===== src/rtl/tl_ram_responder_if.sv =====
// rtl/tl_ram_responder_if.sv - TileLink-UL A/D channel bundle between requester and RAM responder
interface tl_ram_responder_if;
    logic        auto_in_a_ready;
    logic        auto_in_a_valid;
    logic [2:0]  auto_in_a_bits_opcode;
    logic [2:0]  auto_in_a_bits_param;
    logic [3:0]  auto_in_a_bits_size;
    logic [2:0]  auto_in_a_bits_source;
    logic [30:0] auto_in_a_bits_address;
    logic [7:0]  auto_in_a_bits_mask;
    logic [63:0] auto_in_a_bits_data;
    logic        auto_in_a_bits_corrupt;
    logic        auto_in_d_ready;
    logic        auto_in_d_valid;
    logic [2:0]  auto_in_d_bits_opcode;
    logic [1:0]  auto_in_d_bits_param;
    logic [3:0]  auto_in_d_bits_size;
    logic [2:0]  auto_in_d_bits_source;
    logic        auto_in_d_bits_sink;
    logic        auto_in_d_bits_denied;
    logic [63:0] auto_in_d_bits_data;
    logic        auto_in_d_bits_corrupt;

    modport master (
        input  auto_in_a_ready,
        output auto_in_a_valid, auto_in_a_bits_opcode, auto_in_a_bits_param, auto_in_a_bits_size,
        output auto_in_a_bits_source, auto_in_a_bits_address, auto_in_a_bits_mask,
        output auto_in_a_bits_data, auto_in_a_bits_corrupt,
        output auto_in_d_ready,
        input  auto_in_d_valid, auto_in_d_bits_opcode, auto_in_d_bits_param, auto_in_d_bits_size,
        input  auto_in_d_bits_source, auto_in_d_bits_sink, auto_in_d_bits_denied,
        input  auto_in_d_bits_data, auto_in_d_bits_corrupt
    );

    modport slave (
        output auto_in_a_ready,
        input  auto_in_a_valid, auto_in_a_bits_opcode, auto_in_a_bits_param, auto_in_a_bits_size,
        input  auto_in_a_bits_source, auto_in_a_bits_address, auto_in_a_bits_mask,
        input  auto_in_a_bits_data, auto_in_a_bits_corrupt,
        input  auto_in_d_ready,
        output auto_in_d_valid, auto_in_d_bits_opcode, auto_in_d_bits_param, auto_in_d_bits_size,
        output auto_in_d_bits_source, auto_in_d_bits_sink, auto_in_d_bits_denied,
        output auto_in_d_bits_data, auto_in_d_bits_corrupt
    );
endinterface


===== src/rtl/tl_ram_responder.sv =====
// rtl/tl_ram_responder.sv - single-beat TileLink-UL RAM responder with one registered D slot
// Optional denied-response counter output enabled by TL_RAM_RESPONDER_PERF_EN.
module tl_ram_responder #(
    parameter int          DEPTH     = 16,
    parameter logic [30:0] BASE_ADDR = 31'h1000_0000
) (
    input  logic              clock,
    input  logic              reset,
    tl_ram_responder_if.slave bus
`ifdef TL_RAM_RESPONDER_PERF_EN
    ,
    output logic [15:0]       perf_denied_count
`endif
);
    localparam int AW = (DEPTH > 1) ? $clog2(DEPTH) : 1;

    logic [63:0]   mem [DEPTH];
    logic          a_fire;
    logic          d_fire;
    logic          is_get;
    logic          is_put;
    logic          in_range;
    logic          denied;
    logic [AW-1:0] idx;
    logic          unused_bits;

    assign bus.auto_in_a_ready = !bus.auto_in_d_valid || bus.auto_in_d_ready;
    assign a_fire = bus.auto_in_a_valid && bus.auto_in_a_ready;
    assign d_fire = bus.auto_in_d_valid && bus.auto_in_d_ready;

    // BASE_ADDR is aligned to the window size, so range check is a compare of the high bits
    assign in_range = bus.auto_in_a_bits_address[30:AW+3] == BASE_ADDR[30:AW+3];
    assign idx      = bus.auto_in_a_bits_address[AW+2:3];
    assign is_get   = bus.auto_in_a_bits_opcode == 3'd4;
    assign is_put   = bus.auto_in_a_bits_opcode == 3'd0 || bus.auto_in_a_bits_opcode == 3'd1;
    assign denied   = !in_range || (bus.auto_in_a_bits_size > 4'd3) || !(is_get || is_put)
                      || (is_put && bus.auto_in_a_bits_corrupt);

    assign unused_bits = ^{bus.auto_in_a_bits_param, bus.auto_in_a_bits_address[2:0]};

    always_ff @(posedge clock or negedge reset) begin
        if (!reset) begin
            bus.auto_in_d_valid        <= 1'b0;
            bus.auto_in_d_bits_opcode  <= 3'd0;
            bus.auto_in_d_bits_param   <= 2'd0;
            bus.auto_in_d_bits_size    <= 4'd0;
            bus.auto_in_d_bits_source  <= 3'd0;
            bus.auto_in_d_bits_sink    <= 1'b0;
            bus.auto_in_d_bits_denied  <= 1'b0;
            bus.auto_in_d_bits_data    <= 64'd0;
            bus.auto_in_d_bits_corrupt <= 1'b0;
        end else if (a_fire) begin
            bus.auto_in_d_valid        <= 1'b1;
            bus.auto_in_d_bits_opcode  <= is_get ? 3'd1 : 3'd0;
            bus.auto_in_d_bits_size    <= bus.auto_in_a_bits_size;
            bus.auto_in_d_bits_source  <= bus.auto_in_a_bits_source;
            bus.auto_in_d_bits_denied  <= denied;
            bus.auto_in_d_bits_data    <= (is_get && !denied) ? mem[idx] : 64'd0;
            bus.auto_in_d_bits_corrupt <= is_get && denied;
        end else if (d_fire) begin
            bus.auto_in_d_valid        <= 1'b0;
        end
    end

    always_ff @(posedge clock or negedge reset) begin
        if (!reset) begin
            for (int i = 0; i < DEPTH; i++) mem[i] <= 64'd0;
        end else if (a_fire && is_put && !denied) begin
            for (int b = 0; b < 8; b++)
                if (bus.auto_in_a_bits_mask[b]) mem[idx][8*b +: 8] <= bus.auto_in_a_bits_data[8*b +: 8];
        end
    end

`ifdef TL_RAM_RESPONDER_PERF_EN
    always_ff @(posedge clock or negedge reset) begin
        if (!reset) begin
            perf_denied_count <= 16'd0;
        end else if (d_fire && bus.auto_in_d_bits_denied && perf_denied_count != 16'hFFFF) begin
            perf_denied_count <= perf_denied_count + 16'd1;
        end
    end
`endif
endmodule

===== src/flat_wrapper.sv =====
// flat-port wrapper written by rule: the top's interface ports become plain ports
module tl_ram_responder_flat 
#(
    parameter int          DEPTH     = 16,
    parameter logic [30:0] BASE_ADDR = 31'h1000_0000
)
  (clock, reset, bus_auto_in_a_ready, bus_auto_in_a_valid, bus_auto_in_a_bits_opcode, bus_auto_in_a_bits_param, bus_auto_in_a_bits_size, bus_auto_in_a_bits_source, bus_auto_in_a_bits_address, bus_auto_in_a_bits_mask, bus_auto_in_a_bits_data, bus_auto_in_a_bits_corrupt, bus_auto_in_d_ready, bus_auto_in_d_valid, bus_auto_in_d_bits_opcode, bus_auto_in_d_bits_param, bus_auto_in_d_bits_size, bus_auto_in_d_bits_source, bus_auto_in_d_bits_sink, bus_auto_in_d_bits_denied, bus_auto_in_d_bits_data, bus_auto_in_d_bits_corrupt);
  tl_ram_responder_if bus_i ();
  input  logic clock;
  input  logic reset;
  output wire logic [$bits(bus_i.auto_in_a_ready)-1:0] bus_auto_in_a_ready;
  input wire logic [$bits(bus_i.auto_in_a_valid)-1:0] bus_auto_in_a_valid;
  input wire logic [$bits(bus_i.auto_in_a_bits_opcode)-1:0] bus_auto_in_a_bits_opcode;
  input wire logic [$bits(bus_i.auto_in_a_bits_param)-1:0] bus_auto_in_a_bits_param;
  input wire logic [$bits(bus_i.auto_in_a_bits_size)-1:0] bus_auto_in_a_bits_size;
  input wire logic [$bits(bus_i.auto_in_a_bits_source)-1:0] bus_auto_in_a_bits_source;
  input wire logic [$bits(bus_i.auto_in_a_bits_address)-1:0] bus_auto_in_a_bits_address;
  input wire logic [$bits(bus_i.auto_in_a_bits_mask)-1:0] bus_auto_in_a_bits_mask;
  input wire logic [$bits(bus_i.auto_in_a_bits_data)-1:0] bus_auto_in_a_bits_data;
  input wire logic [$bits(bus_i.auto_in_a_bits_corrupt)-1:0] bus_auto_in_a_bits_corrupt;
  input wire logic [$bits(bus_i.auto_in_d_ready)-1:0] bus_auto_in_d_ready;
  output wire logic [$bits(bus_i.auto_in_d_valid)-1:0] bus_auto_in_d_valid;
  output wire logic [$bits(bus_i.auto_in_d_bits_opcode)-1:0] bus_auto_in_d_bits_opcode;
  output wire logic [$bits(bus_i.auto_in_d_bits_param)-1:0] bus_auto_in_d_bits_param;
  output wire logic [$bits(bus_i.auto_in_d_bits_size)-1:0] bus_auto_in_d_bits_size;
  output wire logic [$bits(bus_i.auto_in_d_bits_source)-1:0] bus_auto_in_d_bits_source;
  output wire logic [$bits(bus_i.auto_in_d_bits_sink)-1:0] bus_auto_in_d_bits_sink;
  output wire logic [$bits(bus_i.auto_in_d_bits_denied)-1:0] bus_auto_in_d_bits_denied;
  output wire logic [$bits(bus_i.auto_in_d_bits_data)-1:0] bus_auto_in_d_bits_data;
  output wire logic [$bits(bus_i.auto_in_d_bits_corrupt)-1:0] bus_auto_in_d_bits_corrupt;
  assign bus_auto_in_a_ready = bus_i.auto_in_a_ready;
  assign bus_i.auto_in_a_valid = bus_auto_in_a_valid;
  assign bus_i.auto_in_a_bits_opcode = bus_auto_in_a_bits_opcode;
  assign bus_i.auto_in_a_bits_param = bus_auto_in_a_bits_param;
  assign bus_i.auto_in_a_bits_size = bus_auto_in_a_bits_size;
  assign bus_i.auto_in_a_bits_source = bus_auto_in_a_bits_source;
  assign bus_i.auto_in_a_bits_address = bus_auto_in_a_bits_address;
  assign bus_i.auto_in_a_bits_mask = bus_auto_in_a_bits_mask;
  assign bus_i.auto_in_a_bits_data = bus_auto_in_a_bits_data;
  assign bus_i.auto_in_a_bits_corrupt = bus_auto_in_a_bits_corrupt;
  assign bus_i.auto_in_d_ready = bus_auto_in_d_ready;
  assign bus_auto_in_d_valid = bus_i.auto_in_d_valid;
  assign bus_auto_in_d_bits_opcode = bus_i.auto_in_d_bits_opcode;
  assign bus_auto_in_d_bits_param = bus_i.auto_in_d_bits_param;
  assign bus_auto_in_d_bits_size = bus_i.auto_in_d_bits_size;
  assign bus_auto_in_d_bits_source = bus_i.auto_in_d_bits_source;
  assign bus_auto_in_d_bits_sink = bus_i.auto_in_d_bits_sink;
  assign bus_auto_in_d_bits_denied = bus_i.auto_in_d_bits_denied;
  assign bus_auto_in_d_bits_data = bus_i.auto_in_d_bits_data;
  assign bus_auto_in_d_bits_corrupt = bus_i.auto_in_d_bits_corrupt;
  tl_ram_responder #(.DEPTH(DEPTH), .BASE_ADDR(BASE_ADDR)) u_core (.clock(clock), .reset(reset), .bus(bus_i));
endmodule

===== config.mk =====
export PLATFORM = sky130hd
export DESIGN_NAME = tl_ram_responder_flat
export DESIGN_NICKNAME = d
export VERILOG_FILES = /design/src/rtl/tl_ram_responder_if.sv /design/src/rtl/tl_ram_responder.sv /design/src/flat_wrapper.sv
export SDC_FILE = /design/constraint.sdc
export NUM_CORES = 2
export LEC_CHECK = 0
export ABC_AREA = 1
export CAP_MARGIN = 20
export CORE_MARGIN = 2
export CORE_UTILIZATION = 35
export CTS_BUF_LIST = sky130_fd_sc_hd__clkbuf_8
export CTS_CLUSTER_SIZE = 12
export DETAILED_ROUTE_END_ITERATION = 7
export PLACE_DENSITY_LB_ADDON = 0.12
export SYNTH_ARGS = -nofsm -noshare
export SYNTH_HDL_FRONTEND = slang
export SYNTH_SLANG_ARGS = --single-unit

===== constraint.sdc =====
create_clock -name clock -period 3.15 [get_ports clock]
set_input_delay 0.4725 -clock clock [delete_from_list [all_inputs] [get_ports clock]]
set_output_delay 0.4725 -clock clock [all_outputs]
set_load 0.1 [all_outputs]

==> impl_metrics.yaml <==
cts:
  clk_pin_slew_worst_paths_ps: 50
  htreeDepth: 4
  cts_buffers: 206
  cts_setup_buffers: 0
  clock_path_buffers: 3
  clock-sinks: 1099
  clk_latency_ps: 980
  cts_resized: 0
  cts-root-buf: "clkbuf_8"
  tritoncts: "yes"
sta:
  hold_viol: 0
  finalClockSkew_ps: 36.63
  period_share_pct: 92.18
  tightest_slew_ps: 1103
  fmax_mhz: 344.4
  fin_setup_tns_ps: 0
  slew_headroom_pct: 26.23
  fin_crit_ps: 2904
  rsz0062_at_grt: "false"
  finalMaxSlewViolations: 0
  finalSetupViolCount: 0
die:
  core_um2: 169700
  rows: 151
  dieArea_um2: 174400
  die_w_um: 417.6
  die_h_um: 417.6
  initial_core_util_pct: 35.30
  top_level_ports: 202
placement:
  io_buffer_count: 190
  hpwl_um: 128200
  gp_congestion: 0.8100
global_routing:
  grt-ovfl-total: 0
  grt_use_total_pct: 24.23
  grt_max_degree: 145
  antenna_found_initial: 7
  grt_pass1_vias: 54170
  grt_pass1_wl_um: 331100
worst_setup_path:
  critPathRequiredTime_ps: 2680
  cp_data_arrival_time_ps: 2430
  cp-end-kind: "output port"
  r2r_setup_slack_ps: 910
  worstSetupPathType: "register to output port"
  cp-start-kind: "register"
  ff2ff_path_depth: 9
  path_max_fanout: 2
  rr_endpoint: "u_core.mem[79]$_DFFE_PN0P_"
  crit_chain: "clkdlybuf4s50_1"
  crit_family: "buffers and inverters"
  cpPeakStageDelay_ps: 1140
  cp_slowest_cell: "clkdlybuf4s50_1"
  worstReg2RegStart: "u_core.bus.auto_in_d_valid$_DFFE_PN0P_"
  worst-path-buf-inv: 1
power:
  p_int_uw: 22430
  power.switching_uw: 9111
  pwr-share-comb_pct: 10.3
  clockPowerShare_pct: 44.8
  p_per_area_nw_per_um2: 456.1
  ir_worst_vdd_mv: 0.4712
  p_sw_share_pct: 28.89
  p_leak_uw: 0.03734
  sequentialPowerShare_pct: 44.9
logic_synthesis:
  netlist_instances: 8561
  ys_seq_area_share_pct: 45.92
  synth_area_per_cell_um2: 6.995
  syn_area_um2: 59880
  synth-seq-cells: 1099
  netlist-cell-type-count: 25
  ys_warn_count: 3
drt:
  met3WireLength_um: 10850
  vias_per_cell: 5.115
  first_iter_violations: 5415
  wl_met2_um: 96740
  met1_length_um: 100000
  wirelength_um: 213400
  dr.pass1.iters: 5
  detail_route.wl_per_cell_um: 19.31
  vias: 56520
  drc: 0
  ant_nets: 0
  top_layer: "met5"
hold_path:
  min_to: "u_core.bus.auto_in_d_bits_size[3]$_DFFE_PN0P_"
  worst_hold_path.num_cells: 3
  worstHoldStart: "bus_auto_in_a_bits_size[3]"
  hold_path.class: "primary input to register"
cells_and_area:
  syn_to_final_growth_pct: 15.49
  fin_util_pct: 40.76
  drive_gt1_share_pct: 9.932
  fin_nets: 8792
job:
  drv_cap: 0
status:
  outcome: "finished clean"
[placed cells by master, fill, tap and decap left out, types with 63 or more instances in the layout]
cell type / instances
buf_12: 63
buf_4: 327
clkbuf_8: 257
clkdlybuf4s50_1: 112
dfrtp_1: 1099
inv_1: 741
nand2_1: 4205
nand3_1: 152
nand4_1: 1024
nor2_1: 397
nor2_2: 84
o21ai_0: 209
[worst max-delay path by stage]
stage / end / slack, ps / depth (start not counted) / start
CTS: bus_auto_in_d_bits_source[1] / 130 / 1 / u_core.bus.auto_in_d_bits_source[1]$_DFFE_PN0P_
floorplan: u_core.mem[448]$_DFFE_PN0P_ / 130 / 8 / u_core.bus.auto_in_d_valid$_DFFE_PN0P_
global route: bus_auto_in_d_bits_source[1] / 160 / 1 / u_core.bus.auto_in_d_bits_source[1]$_DFFE_PN0P_
detailed placement: u_core.mem[377]$_DFFE_PN0P_ / 60 / 9 / bus_auto_in_a_bits_address[6]
finish: bus_auto_in_d_bits_source[1] / 250 / 1 / u_core.bus.auto_in_d_bits_source[1]$_DFFE_PN0P_
global placement: u_core.mem[383]$_DFFE_PN0P_ / 130 / 9 / bus_auto_in_a_bits_address[6]
[cells by family after synthesis]
logic type,Yosys count,share of synthesized area [%]
DFF,1099,45.92
buffers and inverters,1293,8.704
other,1,0.006262
and+or+nand+nor,5958,43.61
AOI/OAI and AO/OA,210,1.755
[cell type report]
cell class | count | area (um^2)
diodes | 3 | 7.507
clock buffers | 257 | 3537
clock inverters | 110 | 586.8
fillers | 17970 | 100500
inverters | 679 | 2565
multi-input cells | 6173 | 27230
flip-flops and latches | 1099 | 27500
well taps | 2218 | 2775
repair buffers | 512 | 4952
[routing by layer]
metal | vias to the layer above | GRT usage [%]
met1 | 27210 | 34.70
met5 | - | 0
met3 | 340 | 3.250
met4 | 4 | 7.673
met2 | 1499 | 37.81
li1 | 27480 | -
[cells in the mapped netlist]
| cell type | number | area, um^2 |
|---|---|---|
| nor2_1 | 399 | 1498 |
| conb_1 | 1 | 3.750 |
| buf_4 | 31 | 232.7 |
| a21oi_1 | 1 | 5.000 |
| inv_1 | 667 | 2504 |
| nand4_1 | 1024 | 6406 |
| nor2_4 | 32 | 360.4 |
| o21ai_0 | 209 | 1046 |
| dfrtp_1 | 1099 | 27500 |
| nand3b_1 | 1 | 7.510 |
| buf_6 | 7 | 78.83 |
| buf_2 | 152 | 760.7 |
| clkbuf_1 | 365 | 1370 |
| nor3_1 | 1 | 5.000 |
| inv_2 | 11 | 41.29 |
| nand2_2 | 12 | 75.07 |
| nand3_2 | 13 | 130.1 |
| nor2_2 | 86 | 538.0 |
| buf_1 | 59 | 221.5 |
| nand3_4 | 30 | 525.5 |
| nor3_2 | 2 | 20.02 |
| clkinv_1 | 1 | 3.750 |
| nand3_1 | 152 | 760.7 |
| or2_2 | 1 | 6.260 |
| nand2_1 | 4205 | 15780 |
[power groups by stage]
stage	Sequential, uW	Clock, uW	Combinational (uW)
finish	14200	14100	3250
CTS	14100	14600	3270
detailed placement	14400	0	3250
floorplan	14500	0	1590
global placement	14400	0	3260
global route	14100	15200	3550
[timing repair]
item | in CTS | in global routing
endpoints found under the hold margin | 426 | 0
hold buffers | 8 | 0
setup endpoints to repair | 0 | 0
[stage by stage]
step / hold slack, ps / power (uW) / setup WS [ps] / cell area [um^2] / instances
finish: 144.4 / 31540 / 246.4 / 69160 / 11050
global route: 145.5 / 32870 / 156.3 / 69160 / 11050
floorplan: 176.9 / 16110 / 127.5 / 59900 / 8565
CTS: 16.67 / 31980 / 134.7 / 69150 / 11050
global placement: 447.3 / 17660 / 134.5 / 64940 / 10670
detailed placement: 453.0 / 17650 / 60.39 / 64940 / 10670
[registers in the layout (all words and copies together), names as in the netlist]
register and cells:
u_core.mem 1024, u_core.bus.auto_in_d_bits_data 64, u_core.bus.auto_in_d_bits_size 4, u_core.bus.auto_in_d_bits_source 3, u_core.bus.auto_in_d_bits_corrupt 1, u_core.bus.auto_in_d_bits_denied 1
u_core.bus.auto_in_d_bits_opcode 1, u_core.bus.auto_in_d_valid 1
(Power assumes the default switching activity.)
